==> config.mk <==
export PLATFORM = sky130hd
export DESIGN_NAME = regfile_wb_sequencer_flat
export DESIGN_NICKNAME = d
export VERILOG_FILES = /design/src/rtl/regfile_wb_sequencer_pkg.sv /design/src/rtl/regfile_wb_sequencer_if.sv /design/src/rtl/regfile_wb_sequencer_mem_timeout_ctr.sv /design/src/rtl/regfile_wb_sequencer.sv /design/src/flat_wrapper.sv
export SDC_FILE = /design/constraint.sdc
export NUM_CORES = 1
export LEC_CHECK = 0
export BUFFER_PORTS_ARGS = -buffer_cell sky130_fd_sc_hd__buf_2
export CORE_MARGIN = 1
export CORE_UTILIZATION = 52
export CTS_CLUSTER_SIZE = 25
export DETAILED_ROUTE_END_ITERATION = 8
export GPL_ROUTABILITY_DRIVEN = 1
export HOLD_SLACK_MARGIN = 0.12
export PLACE_DENSITY_LB_ADDON = 0.08
export REMOVE_ABC_BUFFERS = 1
export SLEW_MARGIN = 20
export SYNTH_ARGS = -nofsm -noshare
export SYNTH_HDL_FRONTEND = slang
export SYNTH_HIERARCHICAL = 1
export SYNTH_SLANG_ARGS = --single-unit
==> constraint.sdc <==
create_clock -name ck -period 3.5 [get_ports ck]
set_input_delay 0.875 -clock ck [delete_from_list [all_inputs] [get_ports ck]]
set_output_delay 0.875 -clock ck [all_outputs]
set_load 0.05 [all_outputs]
==> src/rtl/regfile_wb_sequencer_pkg.sv <==
// Shared encodings for the 8-bit core: instruction classes, mem_IO
// subfunctions and the writeback sequencer state set.
package core_pkg;

  localparam logic [3:0] KIND_RR  = 4'b0000;
  localparam logic [3:0] KIND_RI  = 4'b0001;
  localparam logic [3:0] KIND_SH  = 4'b0010;
  localparam logic [3:0] KIND_MEM = 4'b0011;
  localparam logic [3:0] KIND_NOP = 4'b1111;

  localparam logic [1:0] FN2_LOAD  = 2'b00;
  localparam logic [1:0] FN2_STORE = 2'b01;

  typedef enum logic [2:0] {
    ST_IDLE   = 3'd0,
    ST_DECODE = 3'd1,
    ST_EXEC   = 3'd2,
    ST_MEM    = 3'd3,
    ST_WB     = 3'd4
  } state_e;

  // ALU-class instructions go through EXEC before writeback.
  function automatic logic is_alu_kind(input logic [3:0] k);
    return (k == KIND_RR) || (k == KIND_RI) || (k == KIND_SH);
  endfunction

  // Only load and store start a memory transaction; other fn2 codes retire.
  function automatic logic is_mem_fn(input logic [1:0] f);
    return (f == FN2_LOAD) || (f == FN2_STORE);
  endfunction

endpackage

==> src/rtl/regfile_wb_sequencer_if.sv <==
// Instruction handshake, memory handshake and register-file control bundle.
interface regfile_wb_sequencer_if #(
  parameter int ADDR_W = 3
);
  logic              ins_valid;
  logic              ins_ready;
  logic [3:0]        kind;
  logic [1:0]        fn2;
  logic [ADDR_W-1:0] waddr_in;
  logic              mem_ack;
  logic              mem_req;
  logic              mem_we;
  logic              ck2;
  logic [3:0]        kind_q;
  logic [1:0]        fn2_q;
  logic [ADDR_W-1:0] waddr_q;
  logic              wsel;
  logic              busy;
  logic              err;

  // Decoder / memory unit / register file side.
  modport master (
    output ins_valid, kind, fn2, waddr_in, mem_ack,
    input  ins_ready, mem_req, mem_we, ck2, kind_q, fn2_q, waddr_q, wsel, busy, err
  );

  // Sequencer side.
  modport slave (
    input  ins_valid, kind, fn2, waddr_in, mem_ack,
    output ins_ready, mem_req, mem_we, ck2, kind_q, fn2_q, waddr_q, wsel, busy, err
  );
endinterface

==> src/rtl/regfile_wb_sequencer_mem_timeout_ctr.sv <==
// Memory-wait timeout counter: clear wins over enable; done flags the
// cycle in which the count would reach MEM_TMO.
module mem_timeout_ctr #(
  parameter int TMO_W   = 4,
  parameter int MEM_TMO = 15
) (
  input  logic ck,
  input  logic res,
  input  logic clr,
  input  logic en,
  output logic done
);

  logic [TMO_W-1:0] cnt_q;
  logic [TMO_W-1:0] cnt_d;

  // Next count: hold, clear or advance.
  always_comb begin
    cnt_d = cnt_q;
    if (clr) begin
      cnt_d = '0;
    end else if (en) begin
      cnt_d = cnt_q + {{(TMO_W-1){1'b0}}, 1'b1};
    end else begin
      cnt_d = cnt_q;
    end
  end

  // Count register with synchronous active-low reset.
  always_ff @(posedge ck) begin
    if (!res) begin
      cnt_q <= '0;
    end else begin
      cnt_q <= cnt_d;
    end
  end

  assign done = (cnt_q == TMO_W'(MEM_TMO - 1));

endmodule

==> src/rtl/regfile_wb_sequencer.sv <==
// Multi-cycle DECODE/EXEC/MEM/WB sequencer for the 8-register file.
module regfile_wb_sequencer
  import core_pkg::*;
#(
  parameter int ADDR_W  = 3,
  parameter int TMO_W   = 4,
  parameter int MEM_TMO = 15
) (
  input  logic                   ck,
  input  logic                   res,
  regfile_wb_sequencer_if.slave  bus
);

  state_e            state_q, state_d;
  logic [3:0]        kind_q, kind_d;
  logic [1:0]        fn2_q, fn2_d;
  logic [ADDR_W-1:0] waddr_q, waddr_d;
  logic              wsel_q, wsel_d;
  logic              ck2_q, ck2_d;
  logic              err_q, err_d;
  logic              tmo_clr, tmo_en, tmo_done;

  mem_timeout_ctr #(
    .TMO_W   (TMO_W),
    .MEM_TMO (MEM_TMO)
  ) u_tmo (
    .ck   (ck),
    .res  (res),
    .clr  (tmo_clr),
    .en   (tmo_en),
    .done (tmo_done)
  );

  // Next-state, latch updates and one-cycle strobes (ck2 low, err) for the next cycle.
  always_comb begin
    state_d = state_q;
    kind_d  = kind_q;
    fn2_d   = fn2_q;
    waddr_d = waddr_q;
    wsel_d  = wsel_q;
    ck2_d   = 1'b1;
    err_d   = 1'b0;
    tmo_clr = 1'b1;
    tmo_en  = 1'b0;
    case (state_q)
      ST_IDLE: begin
        if (bus.ins_valid) begin
          kind_d  = bus.kind;
          fn2_d   = bus.fn2;
          waddr_d = bus.waddr_in;
          wsel_d  = 1'b0;
          state_d = ST_DECODE;
        end else begin
          state_d = ST_IDLE;
        end
      end
      ST_DECODE: begin
        if (is_alu_kind(kind_q)) begin
          state_d = ST_EXEC;
        end else if ((kind_q == KIND_MEM) && is_mem_fn(fn2_q)) begin
          state_d = ST_MEM;
        end else begin
          state_d = ST_IDLE;
        end
      end
      ST_EXEC: begin
        wsel_d  = 1'b0;
        ck2_d   = (waddr_q == '0);
        state_d = ST_WB;
      end
      ST_MEM: begin
        // Ack is checked before the timeout so a coincident ack wins.
        if (bus.mem_ack) begin
          if (fn2_q == FN2_LOAD) begin
            wsel_d  = 1'b1;
            ck2_d   = (waddr_q == '0);
            state_d = ST_WB;
          end else begin
            state_d = ST_IDLE;
          end
        end else if (tmo_done) begin
          err_d   = 1'b1;
          state_d = ST_IDLE;
        end else begin
          tmo_clr = 1'b0;
          tmo_en  = 1'b1;
          state_d = ST_MEM;
        end
      end
      ST_WB: begin
        state_d = ST_IDLE;
      end
      default: begin
        state_d = ST_IDLE;
      end
    endcase
  end

  // State and latched register-file controls, synchronous active-low reset.
  always_ff @(posedge ck) begin
    if (!res) begin
      state_q <= ST_IDLE;
      kind_q  <= KIND_NOP;
      fn2_q   <= 2'b00;
      waddr_q <= '0;
      wsel_q  <= 1'b0;
      ck2_q   <= 1'b1;
      err_q   <= 1'b0;
    end else begin
      state_q <= state_d;
      kind_q  <= kind_d;
      fn2_q   <= fn2_d;
      waddr_q <= waddr_d;
      wsel_q  <= wsel_d;
      ck2_q   <= ck2_d;
      err_q   <= err_d;
    end
  end

  assign bus.ins_ready = (state_q == ST_IDLE);
  assign bus.busy      = (state_q != ST_IDLE);
  assign bus.mem_req   = (state_q == ST_MEM);
  assign bus.mem_we    = (state_q == ST_MEM) && (fn2_q == FN2_STORE);
  assign bus.ck2       = ck2_q;
  assign bus.err       = err_q;
  assign bus.wsel      = wsel_q;
  assign bus.kind_q    = kind_q;
  assign bus.fn2_q     = fn2_q;
  assign bus.waddr_q   = waddr_q;

endmodule
==> src/flat_wrapper.sv <==
// flat-port wrapper written by rule: the top's interface ports become plain ports
module regfile_wb_sequencer_flat import core_pkg::*;
#(
  parameter int ADDR_W  = 3,
  parameter int TMO_W   = 4,
  parameter int MEM_TMO = 15
)
  (ck, res, bus_ins_valid, bus_kind, bus_fn2, bus_waddr_in, bus_mem_ack, bus_ins_ready, bus_mem_req, bus_mem_we, bus_ck2, bus_kind_q, bus_fn2_q, bus_waddr_q, bus_wsel, bus_busy, bus_err);
  regfile_wb_sequencer_if #(.ADDR_W(ADDR_W)) bus_i ();
  input  logic ck;
  input  logic res;
  input wire logic [$bits(bus_i.ins_valid)-1:0] bus_ins_valid;
  input wire logic [$bits(bus_i.kind)-1:0] bus_kind;
  input wire logic [$bits(bus_i.fn2)-1:0] bus_fn2;
  input wire logic [$bits(bus_i.waddr_in)-1:0] bus_waddr_in;
  input wire logic [$bits(bus_i.mem_ack)-1:0] bus_mem_ack;
  output wire logic [$bits(bus_i.ins_ready)-1:0] bus_ins_ready;
  output wire logic [$bits(bus_i.mem_req)-1:0] bus_mem_req;
  output wire logic [$bits(bus_i.mem_we)-1:0] bus_mem_we;
  output wire logic [$bits(bus_i.ck2)-1:0] bus_ck2;
  output wire logic [$bits(bus_i.kind_q)-1:0] bus_kind_q;
  output wire logic [$bits(bus_i.fn2_q)-1:0] bus_fn2_q;
  output wire logic [$bits(bus_i.waddr_q)-1:0] bus_waddr_q;
  output wire logic [$bits(bus_i.wsel)-1:0] bus_wsel;
  output wire logic [$bits(bus_i.busy)-1:0] bus_busy;
  output wire logic [$bits(bus_i.err)-1:0] bus_err;
  assign bus_i.ins_valid = bus_ins_valid;
  assign bus_i.kind = bus_kind;
  assign bus_i.fn2 = bus_fn2;
  assign bus_i.waddr_in = bus_waddr_in;
  assign bus_i.mem_ack = bus_mem_ack;
  assign bus_ins_ready = bus_i.ins_ready;
  assign bus_mem_req = bus_i.mem_req;
  assign bus_mem_we = bus_i.mem_we;
  assign bus_ck2 = bus_i.ck2;
  assign bus_kind_q = bus_i.kind_q;
  assign bus_fn2_q = bus_i.fn2_q;
  assign bus_waddr_q = bus_i.waddr_q;
  assign bus_wsel = bus_i.wsel;
  assign bus_busy = bus_i.busy;
  assign bus_err = bus_i.err;
  regfile_wb_sequencer #(.ADDR_W(ADDR_W), .TMO_W(TMO_W), .MEM_TMO(MEM_TMO)) u_core (.ck(ck), .res(res), .bus(bus_i));
endmodule
==> impl_metrics.py <==
metrics = {
    "sta": {
        "fin_tns_setup_ps": 0,
        "slew_headroom_pct": 64.18,
        "fmax_mhz": 409.7,
        "worstMarginPinSlew_ps": 535.0,
        "final.period_utilization_pct": 69.74,
        "clock_skew_ps": 2.804,
        "fin_ws_ps": 1059,
        "setup_viol": 0,
        "fin_crit_ps": 2441,
        "hold_violations": 0,
        "grt_setup_unrepaired": "false",
        "slew_viol_final": 0,
    },
    "critical_path": {
        "crit_fanout": 9,
        "startpoint_type": "register",
        "rr_worst_depth": 7,
        "end_kind": "output port",
        "crit_type": "reg2out",
        "crit_required_ps": 2620,
        "cp.arrival_ps": 1570,
    },
    "clock_network": {
        "cts_resized": 0,
        "cts_tree": "built",
        "cts-root-buf": "clkbuf_4",
        "cts_sinks": 19,
        "insertion_delay_ps": 280,
        "cts_buffer_depth": 2,
        "htreeDepth": 1,
        "cts_setup_buffers": 0,
        "cts_made_buffers": 3,
        "path_clk_slew_ps": 100,
        "holdBufCountCts": 0,
    },
    "logic_synthesis": {
        "synth_seq_cells": 19,
        "synthArstFlopShare_pct": 0,
        "synth_ff_type": "dfxtp_1",
        "synth_edf_count": 0,
        "avgSynthCellArea_um2": 8.709,
        "synthTopCellsByArea": "dfxtp_1 43%, nand2_1 8.9%, a21boi_1 4.2%, ha_1 2.8%, nand2b_1 2.8%",
        "synth.distinct_cells": 32,
        "yosysSeqAreaShare_pct": 42.82,
        "synth_area_um2": 888.4,
        "synth_top_area_cell": "dfxtp_1",
        "yosys_warnings": 6,
        "synth_cells": 102,
        "synth_top_area_share_pct": 42.82,
    },
    "cells_and_area": {
        "layout_commonest_cell": "buf_2",
        "syn_to_final_growth_pct": 16.62,
        "stdcell_count": 145,
        "final_core_util_pct": 66.45,
        "final_nets": 145,
        "final_cell_mix": "28 x buf_2, 21 x nand2_1, 19 x dfxtp_1",
        "drive_gt1_share_pct": 27.13,
        "n_antenna_cell": 0,
    },
    "placement": {
        "routabilityCongestion": 0.7546,
        "io_buffers": 28,
        "hpwl_um": 1231,
        "placed_cells": 141,
        "place_ws_ps": 1389,
    },
    "global_routing": {
        "overflow": 0,
        "grt_max_degree": 18,
        "first_global_vias": 600,
        "grt_first_pass_wirelength_um": 2594,
        "antenna_found_initial": 0,
        "grt_usage_pct": 18.29,
    },
    "drt": {
        "routed_wl_um": 1649,
        "wl_per_cell_um": 11.37,
        "drt_pass1_iterations": 6,
        "ant_nets": 0,
        "vias": 768,
        "routed_via_density": 5.297,
        "drt-initial-drc-count": 7,
        "drc": 4,
    },
    "pwr": {
        "p_switching_mw": 0.1240,
        "p_per_area_mw_per_mm2": 404.0,
        "p_seq_share_pct": 55.9,
        "p_comb_share_pct": 19.3,
        "p_clk_share_pct": 24.8,
        "power_mw": 0.4185,
        "sw_frac_of_total_pct": 29.62,
        "power.leakage_nw": 0.4841,
        "peakVddDrop_v": 0.0002632,
        "intPower_mw": 0.2945,
    },
    "job": {
        "drv_cap": 0,
    },
    "min_path": {
        "holdPathStages": 2,
        "hp-class": "reg2reg",
    },
    "floorplanning": {
        "die_y_um": 43.33,
        "die_x_um": 43.33,
        "ios": 29,
        "core_mm2": 0.001559,
        "rows": 14,
        "initial_core_util_pct": 56.98,
        "die_area_mm2": 0.001877,
    },
    "status": {
        "status": "complete, but fails checks",
        "violations": "design-rule violations",
    },
}
## path summary, 6_finish.rpt
path | start | end | slack [ps]
worst max-delay path | u_core/state_q[1] | bus_mem_we | 1060
worst min-delay path | u_core/bus.waddr_q[1] | u_core/bus.waddr_q[1] | 480
worst max register to register | u_core/u_tmo/cnt_q[0] | u_core/u_tmo/cnt_q[3] | 1640
worst min register to register | u_core/bus.waddr_q[1] | u_core/bus.waddr_q[1] | 480
## power groups by stage
stage	logic, mW	registers (mW)	clock network [mW]
6_report	0.0807	0.234	0.104
5_1_grt	0.0863	0.235	0.121
4_1_cts	0.0811	0.234	0.111
3_5_place_dp	0.0811	0.239	0
3_3_place_gp	0.0799	0.239	0
2_1_floorplan	0.0306	0.265	0
## sequential cells by signal, summed over array words and instances, names as in the netlist
name / cells
u_core/bus.kind_q: 4
u_core/u_tmo/cnt_q: 4
u_core/bus.waddr_q: 3
u_core/state_q: 3
u_core/bus.fn2_q: 2
u_core/bus.ck2: 1
u_core/bus.err: 1
u_core/bus.wsel: 1
## area by class of cell
type,count,area [µm²]
repair buffers,28,140.1
inverters,4,15.01
fillers,142,523.0
flip-flops and latches,19,380.4
multi-input cells,74,454.2
clock buffers,4,26.28
well taps,16,20.02
## per-layer routing
layer / wire, µm / part of all wire [%] / vias to the layer above / global-route usage (%)
met5: 0 / 0 / - / 0
met2: 729 / 44 / 21 / 28.18
met3: 62 / 3.8 / 2 / 2.500
met4: 10 / 0.61 / 0 / 7.500
met1: 846 / 51 / 338 / 25.93
li1: - / - / 407 / -
## through the flow
step | cell area [µm²] | hold slack, ps
3_3_place_gp | 1010 | 452.3
2_1_floorplan | 849.6 | 469.3
3_5_place_dp | 1010 | 466.2
5_1_grt | 1036 | 497.5
4_1_cts | 1036 | 480.9
6_report | 1036 | 477.2
## cell usage after synthesis, drive strengths merged, types with 2 or more instances
library cell  instances
nand2                21
or3b                  2
nand3                 4
o22ai                 2
nor3                  4
inv                   4
and3                  2
nand4                 2
nand2b                4
a21boi                5
nor2b                 2
dfxtp                19
nor2                  5
buf                   4
ha                    2
nor3b                 2
a21oi                 4
nand3b                3
## worst max-delay path, cell delays in order, from the launching register on
cell	delay [ps]
dfxtp_1	520
and2b_1	190
nand2_1	80
nor3b_1	210
buf_2	290
## logic make-up (layout without fill, tap and decap cells)
logic type,Yosys count,in the layout,synth area share (%)
fa+ha+maj,2,2,2.816
compound gates,15,15,11.69
xor+xnor,1,1,0.9861
buf+inv,9,36,6.055
simple gates,55,55,34.51
flops,19,19,42.82
mux,1,1,1.127
Power figures use the tool's default switching activity.
